[src/rtl/frame_demux8_pkg.sv]
// Shared constants and FSM state type for the frame_demux8 1-to-8 word distributor.
package frame_demux8_pkg;

  localparam int NCH   = 8;
  localparam int SEL_W = 3;

  typedef enum logic {
    FILL = 1'b0,
    HOLD = 1'b1
  } state_t;

endpackage

[src/rtl/frame_demux8_if.sv]
// Word-in / frame-out handshake bundle for frame_demux8; slave is the block, master the surroundings.
interface frame_demux8_if #(
  parameter int W = 4
);
  import frame_demux8_pkg::*;

  logic             in_valid;
  logic             in_ready;
  logic [W-1:0]     in_data;
  logic [SEL_W-1:0] in_sel;
  logic             out_valid;
  logic             out_ready;
  logic [W-1:0]     y0, y1, y2, y3, y4, y5, y6, y7;
  logic             dup_err;

  modport master (
    output in_valid, in_data, in_sel, out_ready,
    input  in_ready, out_valid, y0, y1, y2, y3, y4, y5, y6, y7, dup_err
  );

  modport slave (
    input  in_valid, in_data, in_sel, out_ready,
    output in_ready, out_valid, y0, y1, y2, y3, y4, y5, y6, y7, dup_err
  );

endinterface

[src/rtl/demux8_dec.sv]
// Combinational 3-to-8 one-hot decoder with enable; produces per-channel write strobes.
module demux8_dec
  import frame_demux8_pkg::*;
(
  input  logic [SEL_W-1:0] sel,
  input  logic             en,
  output logic [NCH-1:0]   onehot
);

  always_comb begin
    // NOTE: the default assignment first covers every path, so no latch is inferred.
    onehot = '0;
    if (en) onehot[sel] = 1'b1;
  end

endmodule

[src/rtl/frame_demux8.sv]
// Steers a handshaked word stream into eight channel registers and presents the completed frame.
// Optional DEMUX_ADDR_EN: route by in_sel with write-mask completion and sticky dup_err.
module frame_demux8
  import frame_demux8_pkg::*;
#(
  parameter int W = 4
) (
  input  logic           clk,
  input  logic           reset_n,
  frame_demux8_if.slave  bus
);

  state_t           state;
  logic             in_ready_q;
  logic             out_valid_q;
  logic [W-1:0]     ch [NCH];
  logic             accept;
  logic             last;
  logic [SEL_W-1:0] dest;
  logic [NCH-1:0]   we;

  assign accept = bus.in_valid & in_ready_q;

`ifdef DEMUX_ADDR_EN
  logic [NCH-1:0] mask;
  logic           dup_q;

  assign dest = bus.in_sel;
  assign last = ((mask | we) == '1);

  always_ff @(posedge clk or negedge reset_n) begin
    if (!reset_n) begin
      mask  <= '0;
      dup_q <= 1'b0;
    end else if (accept) begin
      mask <= mask | we;
      if ((mask & we) != '0) dup_q <= 1'b1;
    end else if (out_valid_q && bus.out_ready) begin
      mask <= '0;
    end
  end

  assign bus.dup_err = dup_q;
`else
  logic [SEL_W-1:0] cnt;

  assign dest = cnt;
  assign last = (cnt == SEL_W'(NCH - 1));

  // Wraps 7->0 on the frame-completing accept, so it is already 0 on release.
  always_ff @(posedge clk or negedge reset_n) begin
    if (!reset_n)    cnt <= '0;
    else if (accept) cnt <= cnt + 1'b1;
  end

  assign bus.dup_err = 1'b0;
`endif

  demux8_dec u_dec (
    .sel    (dest),
    .en     (accept),
    .onehot (we)
  );

  // NOTE: sequential state uses non-blocking assignments so every register samples pre-edge values.
  always_ff @(posedge clk or negedge reset_n) begin
    if (!reset_n) begin
      state       <= FILL;
      in_ready_q  <= 1'b1;
      out_valid_q <= 1'b0;
    end else begin
      case (state)
        FILL: if (accept && last) begin
          state       <= HOLD;
          in_ready_q  <= 1'b0;
          out_valid_q <= 1'b1;
        end
        HOLD: if (bus.out_ready) begin
          state       <= FILL;
          in_ready_q  <= 1'b1;
          out_valid_q <= 1'b0;
        end
        default: begin
          state       <= FILL;
          in_ready_q  <= 1'b1;
          out_valid_q <= 1'b0;
        end
      endcase
    end
  end

  // NOTE: the channel array is reset explicitly because its contents are visible outputs from reset.
  always_ff @(posedge clk or negedge reset_n) begin
    if (!reset_n) begin
      for (int i = 0; i < NCH; i++) ch[i] <= '0;
    end else begin
      for (int i = 0; i < NCH; i++) if (we[i]) ch[i] <= bus.in_data;
    end
  end

  assign bus.in_ready  = in_ready_q;
  assign bus.out_valid = out_valid_q;
  assign bus.y0 = ch[0];
  assign bus.y1 = ch[1];
  assign bus.y2 = ch[2];
  assign bus.y3 = ch[3];
  assign bus.y4 = ch[4];
  assign bus.y5 = ch[5];
  assign bus.y6 = ch[6];
  assign bus.y7 = ch[7];

endmodule

[src/flat_wrapper.sv]
// flat-port wrapper written by rule: the top's interface ports become plain ports
module frame_demux8_flat import frame_demux8_pkg::*;
#(
  parameter int W = 4
)
  (clk, reset_n, bus_in_valid, bus_in_data, bus_in_sel, bus_out_ready, bus_in_ready, bus_out_valid, bus_y0, bus_y1, bus_y2, bus_y3, bus_y4, bus_y5, bus_y6, bus_y7, bus_dup_err);
  frame_demux8_if #(.W(W)) bus_i ();
  input  logic clk;
  input  logic reset_n;
  input wire logic [$bits(bus_i.in_valid)-1:0] bus_in_valid;
  input wire logic [$bits(bus_i.in_data)-1:0] bus_in_data;
  input wire logic [$bits(bus_i.in_sel)-1:0] bus_in_sel;
  input wire logic [$bits(bus_i.out_ready)-1:0] bus_out_ready;
  output wire logic [$bits(bus_i.in_ready)-1:0] bus_in_ready;
  output wire logic [$bits(bus_i.out_valid)-1:0] bus_out_valid;
  output wire logic [$bits(bus_i.y0)-1:0] bus_y0;
  output wire logic [$bits(bus_i.y1)-1:0] bus_y1;
  output wire logic [$bits(bus_i.y2)-1:0] bus_y2;
  output wire logic [$bits(bus_i.y3)-1:0] bus_y3;
  output wire logic [$bits(bus_i.y4)-1:0] bus_y4;
  output wire logic [$bits(bus_i.y5)-1:0] bus_y5;
  output wire logic [$bits(bus_i.y6)-1:0] bus_y6;
  output wire logic [$bits(bus_i.y7)-1:0] bus_y7;
  output wire logic [$bits(bus_i.dup_err)-1:0] bus_dup_err;
  assign bus_i.in_valid = bus_in_valid;
  assign bus_i.in_data = bus_in_data;
  assign bus_i.in_sel = bus_in_sel;
  assign bus_i.out_ready = bus_out_ready;
  assign bus_in_ready = bus_i.in_ready;
  assign bus_out_valid = bus_i.out_valid;
  assign bus_y0 = bus_i.y0;
  assign bus_y1 = bus_i.y1;
  assign bus_y2 = bus_i.y2;
  assign bus_y3 = bus_i.y3;
  assign bus_y4 = bus_i.y4;
  assign bus_y5 = bus_i.y5;
  assign bus_y6 = bus_i.y6;
  assign bus_y7 = bus_i.y7;
  assign bus_dup_err = bus_i.dup_err;
  frame_demux8 #(.W(W)) u_core (.clk(clk), .reset_n(reset_n), .bus(bus_i));
endmodule
[config.mk]
export PLATFORM = sky130hd
export DESIGN_NAME = frame_demux8_flat
export DESIGN_NICKNAME = d
export VERILOG_FILES = /design/src/rtl/frame_demux8_pkg.sv /design/src/rtl/frame_demux8_if.sv /design/src/rtl/demux8_dec.sv /design/src/rtl/frame_demux8.sv /design/src/flat_wrapper.sv
export SDC_FILE = /design/constraint.sdc
export NUM_CORES = 1
export LEC_CHECK = 0
export BUFFER_PORTS_ARGS = -buffer_cell sky130_fd_sc_hd__buf_2
export CORE_ASPECT_RATIO = 2
export CORE_UTILIZATION = 50
export DETAILED_ROUTE_END_ITERATION = 6
export PLACE_DENSITY = 0.78
export SLEW_MARGIN = 20
export SYNTH_ARGS = -nofsm -noshare
export SYNTH_HDL_FRONTEND = slang
export SYNTH_SLANG_ARGS = --single-unit
[constraint.sdc]
create_clock -name clk -period 1.6 [get_ports clk]
set_input_delay 0.32 -clock clk [delete_from_list [all_inputs] [get_ports clk]]
set_output_delay 0.32 -clock clk [all_outputs]
set_load 0.01 [all_outputs]
* Word-level counts from Yosys, hierarchy flattened
Index checks and enable logic that the tools add are counted.
** Operators by class
- Add/subtract/negate cells :: 1
- Order comparisons :: 2
- Equal/unequal tests :: 3
- Muxes and demuxes :: 12
- Bitwise logic cells :: 2
- Reductions and logical operators :: 3
** Operators with widths (number)
- 2-to-1 mux 8 bit :: 1
- 2-to-1 mux 1 bit :: 7
- case mux 1 bit (2 select lines) :: 3
- < comparator 3 x 4 -> 1 bit, second input constant :: 1
- adder 3 x 1 -> 3 bit, second input constant :: 1
- demux 1 bit (select 3 bit) :: 1
- equality test 3 bit, second input constant :: 1
- >= comparator 3 x 1 -> 1 bit, second input constant :: 1
- logical AND 1 bit :: 2
- != test 2 x 1 -> 1 bit, second input constant :: 1
- != test 2 bit, second input constant :: 1
- AND reduction 2 bit :: 1
- AND 1 bit :: 1
- NOT 1 bit :: 1
** Word-level totals
- Register bits after elaboration :: 38
- Bits of input ports :: 11
- Output and inout port bits :: 35
- Word-level logic and storage cells :: 35

* Depth between registers and ports, before layout
- Word-level depth :: 5
- Depth in mapped cells :: 5
- Depth with buffers taken out :: 5

* Hierarchy
A second synthesis with hierarchy kept.
** Unflattened totals
- Cells, all modules :: 94
- Area total of the unflattened synthesis :: 1539.0 µm²
** By module, submodules not included
- frame_demux8 :: instances 1, cells each 86, area an instance 1442.6 µm², sequential area each 952.2 µm²
- demux8_dec :: instances 1, cells each 8, area an instance 96.3 µm², sequential area each 0.0 µm²

* Least setup slack after synthesis
Ideal clock, no wire load.
- Kind :: register to register
- Start :: register u_core.in_ready_q, in the netlist u_core.bus.in_ready
- End :: register u_core.ch (netlist bit u_core.bus.y0[0])
- Library setup time :: 125 ps
- Arrival :: 1396 ps
- Data required time :: 1475 ps
- Path slack :: 79 ps
- Stages on the path, launching flop included :: 4
- Buffers on the path :: 0
- Period minus slack after synthesis :: 1521 ps
- Path through :: dfstp_2 nand3b_2 or3_4 mux2_4
** Between the ends
- Cells in the longest elaborated chain, start to end :: 2
** Ends and longest elaborated chain
- start, declared :: line frame_demux8.sv:14 : logic in_ready_q;
- start signal, assigned :: line frame_demux8.sv:69 : in_ready_q <= 1'b1;
- start signal, assigned :: line frame_demux8.sv:75 : in_ready_q <= 1'b0;
- start signal, assigned :: line frame_demux8.sv:80 : in_ready_q <= 1'b1;
- AND 1 bit :: line frame_demux8.sv:22 : assign accept = bus.in_valid & in_ready_q;
- 2-to-1 mux 8 bit :: line demux8_dec.sv:13 : if (en) onehot[sel] = 1'b1;
- end, declared :: line frame_demux8.sv:16 : logic [W-1:0] ch [NCH];
Every way passes these cells.
A chain may end at the register's enable or synchronous reset.

* Worst setup path after layout
- Start :: register u_core.in_ready_q, in the netlist u_core.bus.in_ready
- End :: register u_core.ch (netlist bit u_core.bus.y4[0])
Same word-level chain as after synthesis.

==> out/results.ini <==
[drt]
final_antenna_net_count = 0
drtPass1Iterations = 3
vias_per_cell = 5.473
drcViolationCount = 0
vias = 996
wl_um = 3087
drt_iter0_markers = 19
wl_per_cell_um = 16.96

[place]
numPortBuffers = 41
dp_hpwl_um = 2282
placedCellCount = 172
gp_congestion = 0.7451

[sta]
setup_violations = 0
max_clock_freq_mhz = 642.6
post-route-min-period_ps = 1556
period_share_pct = 97.27
final-hold-violation-count = 0
slew_violations = 0
finalSetupTns_ps = 0
hold_ws_ps = 239.1
skew_ps = 6.788
grt_setup_unrepaired = yes

[floorplanning]
core_um2 = 2943
fp.dieW_um = 41.28
die_y_um = 80.56
dieArea_um2 = 3325
start_util_pct = 52.42
rows = 28
io_pins = 46

[synth]
synth_top_area_cell = dfrtp_1
synth_cells = 101
yosysMostFrequentCell = dfrtp_1
yosys-top-cells-area = dfrtp_1 60%, mux2_2 19%, mux2_4 7.8%
ys_ff_latch = 38
synth_edf_count = 0
ys_seq_area_share_pct = 61.72
netlist.area_leader.share_pct = 60.02
yosys-top-cells-count = 37 x dfrtp_1, 26 x mux2_2, 8 x mux2_4, 8 x nor2_1, 5 x nand2_1
asyncSetResetFlopFracSynth_pct = 100.0
synth_area_per_cell_um2 = 15.27
synth_nets = 114
synth.distinct_cells = 19
yosysWarnings = 0
yosys_most_used_dff = dfrtp_1
syn_area_um2 = 1543

[clock_network]
h-tree-depth = 2
clkTransAtPathRegs_ps = 70
clock_latency_ps = 290
numCtsBuffers = 5
cts_root_buffer = clkbuf_8
clkSinkCount = 38
clockBufferDepth = 2
cts_tree = done

[global_routing]
grt_pass1_wl_um = 4961
overflow = 0
grt_pass1_vias = 1073
grt_max_degree = 21
antenna_found_initial = 0
grt_use_total_pct = 22.50

[cells_and_area]
final_cells = 182
drive_above_1_share_pct = 61.18
area_growth_pct = 24.33
post-route-util_pct = 65.18
finalNetCount = 164
antennaDiodeCount = 0

[setup_path]
path_delay_family = flip-flops
worst_r2r_path_depth = 3
cp-startpoint = u_core.bus.in_ready
criticalPathCategory = flip-flop to flip-flop
cp.required_ps = 1770
r2r-start = u_core.bus.in_ready
r2r-end = u_core.bus.y4[0]
max_stage_delay_ps = 580
crit_path_top_delay_cell = dfstp_2
crit_arrival_ps = 1730
cp-end-kind = flip-flop
crit_chain = nand3b_2 > nor2_1 > mux2_2
r2r_setup_slack_ps = 40
cp-start-kind = flip-flop
worst-path-max-fanout = 5
crit_buf_inv = 0

[min_path]
hold_class = primary input to flip-flop
worst_hold_path.endpoint = u_core.state
whs_path_depth = 2
min_from = bus_out_ready

[power_and_ir_drop]
power_leakage_nw = 1.091
power_density_nw_per_um2 = 875.1
worst_ir_drop_vdd_uv = 756.9

[flow_run]
cap_violations = 0

[status]
status = finished, final reports clean

metal layers:
metal | wire, µm | global-route usage, %
met3 | 99 | 7.182
met5 | 0 | 0
met2 | 1830 | 35.94
met4 | 54 | 10.97
met1 | 1102 | 25.33
per-stage QoR:
stage	total power, W	worst slack, ps	cell area, µm²
after floorplan	0.0009834	79.05	1543
after global placement	0.001027	64.39	1798
after detailed placement	0.001029	20.14	1798
after CTS	0.001706	0.8221	1903
after global routing	0.001747	-30.16	1918
final	0.001678	43.72	1918
cell usage in the layout, fill, tap and decap left out, types with 2 or more instances in the layout:
cell type | netlist | final
buf_2 | 0 | 41
clkbuf_8 | 0 | 6
dfrtp_1 | 37 | 37
ha_1 | 2 | 2
mux2_2 | 26 | 26
mux2_4 | 8 | 8
nand2_1 | 5 | 5
nand2b_1 | 2 | 2
nor2_1 | 8 | 5
nor2_2 | 0 | 3
or3_4 | 2 | 2
cell families after synthesis:
| family | share of synthesized area, % |
|---|---|
| flip-flops | 61.72 |
| AND/OR/NAND/NOR | 7.137 |
| multiplexers | 27.41 |
| AO/OA/AOI/OAI | 1.135 |
| buffers and inverters | 0.7299 |
| other | 0.2431 |
| adder cells (fa/ha/maj) | 1.622 |
cell type report:
class,instances,area [µm²]
fillers,246,1025
flip-flops and latches,38,952.2
clock buffers,6,82.58
well taps,30,37.54
inverters,1,3.754
clock inverters,2,12.51
multi-input cells,61,586.8
repair buffers,44,242.7
worst register-to-register path: stages (launching register included):
cell and delay, ps:
dfstp_2 580, nand3b_2 150, nor2_1 330, mux2_2 380
repair_timing:
action                                  CTS  global route
endpoints found under the hold margin    18             0
hold buffers                              1             0
endpoints found under the setup margin    0            26
resized for setup                         0             3
setup buffers                             0             1
sequential cells by signal, summed over array words and instances, names as in the netlist:
| name | cells |
|---|---|
| u_core.bus.y6 | 4 |
| u_core.bus.y2 | 4 |
| u_core.bus.y3 | 4 |
| u_core.bus.in_ready | 1 |
| u_core.bus.y7 | 4 |
| u_core.bus.y4 | 4 |
| u_core.bus.y0 | 4 |
| u_core.bus.y5 | 4 |
| u_core.bus.out_valid | 1 |
| u_core.bus.y1 | 4 |
| u_core.cnt | 3 |
| u_core.state | 1 |
report_power, final:
group	total [W]	switching, W	internal [W]
Sequential	0.000960	0	0.000960
Combinational	0.0000511	0.0000371	0.0000140
Clock	0.000667	0.000321	0.000346
Total	0.00168	0.000359	0.00132
how the worst max path moves through the flow:
stage / endpoint / cells past startpoint / slack, ps
floorplan: u_core.bus.y0[0] / 3 / 80
global placement: u_core.bus.y0[0] / 3 / 60
detailed placement: u_core.bus.y2[2] / 3 / 20
CTS: u_core.bus.y2[2] / 3 / 0.8
global route: u_core.bus.y4[1] / 3 / -30
finish: u_core.bus.y4[0] / 3 / 40
No activity file was read; power rests on OpenSTA's default activity.
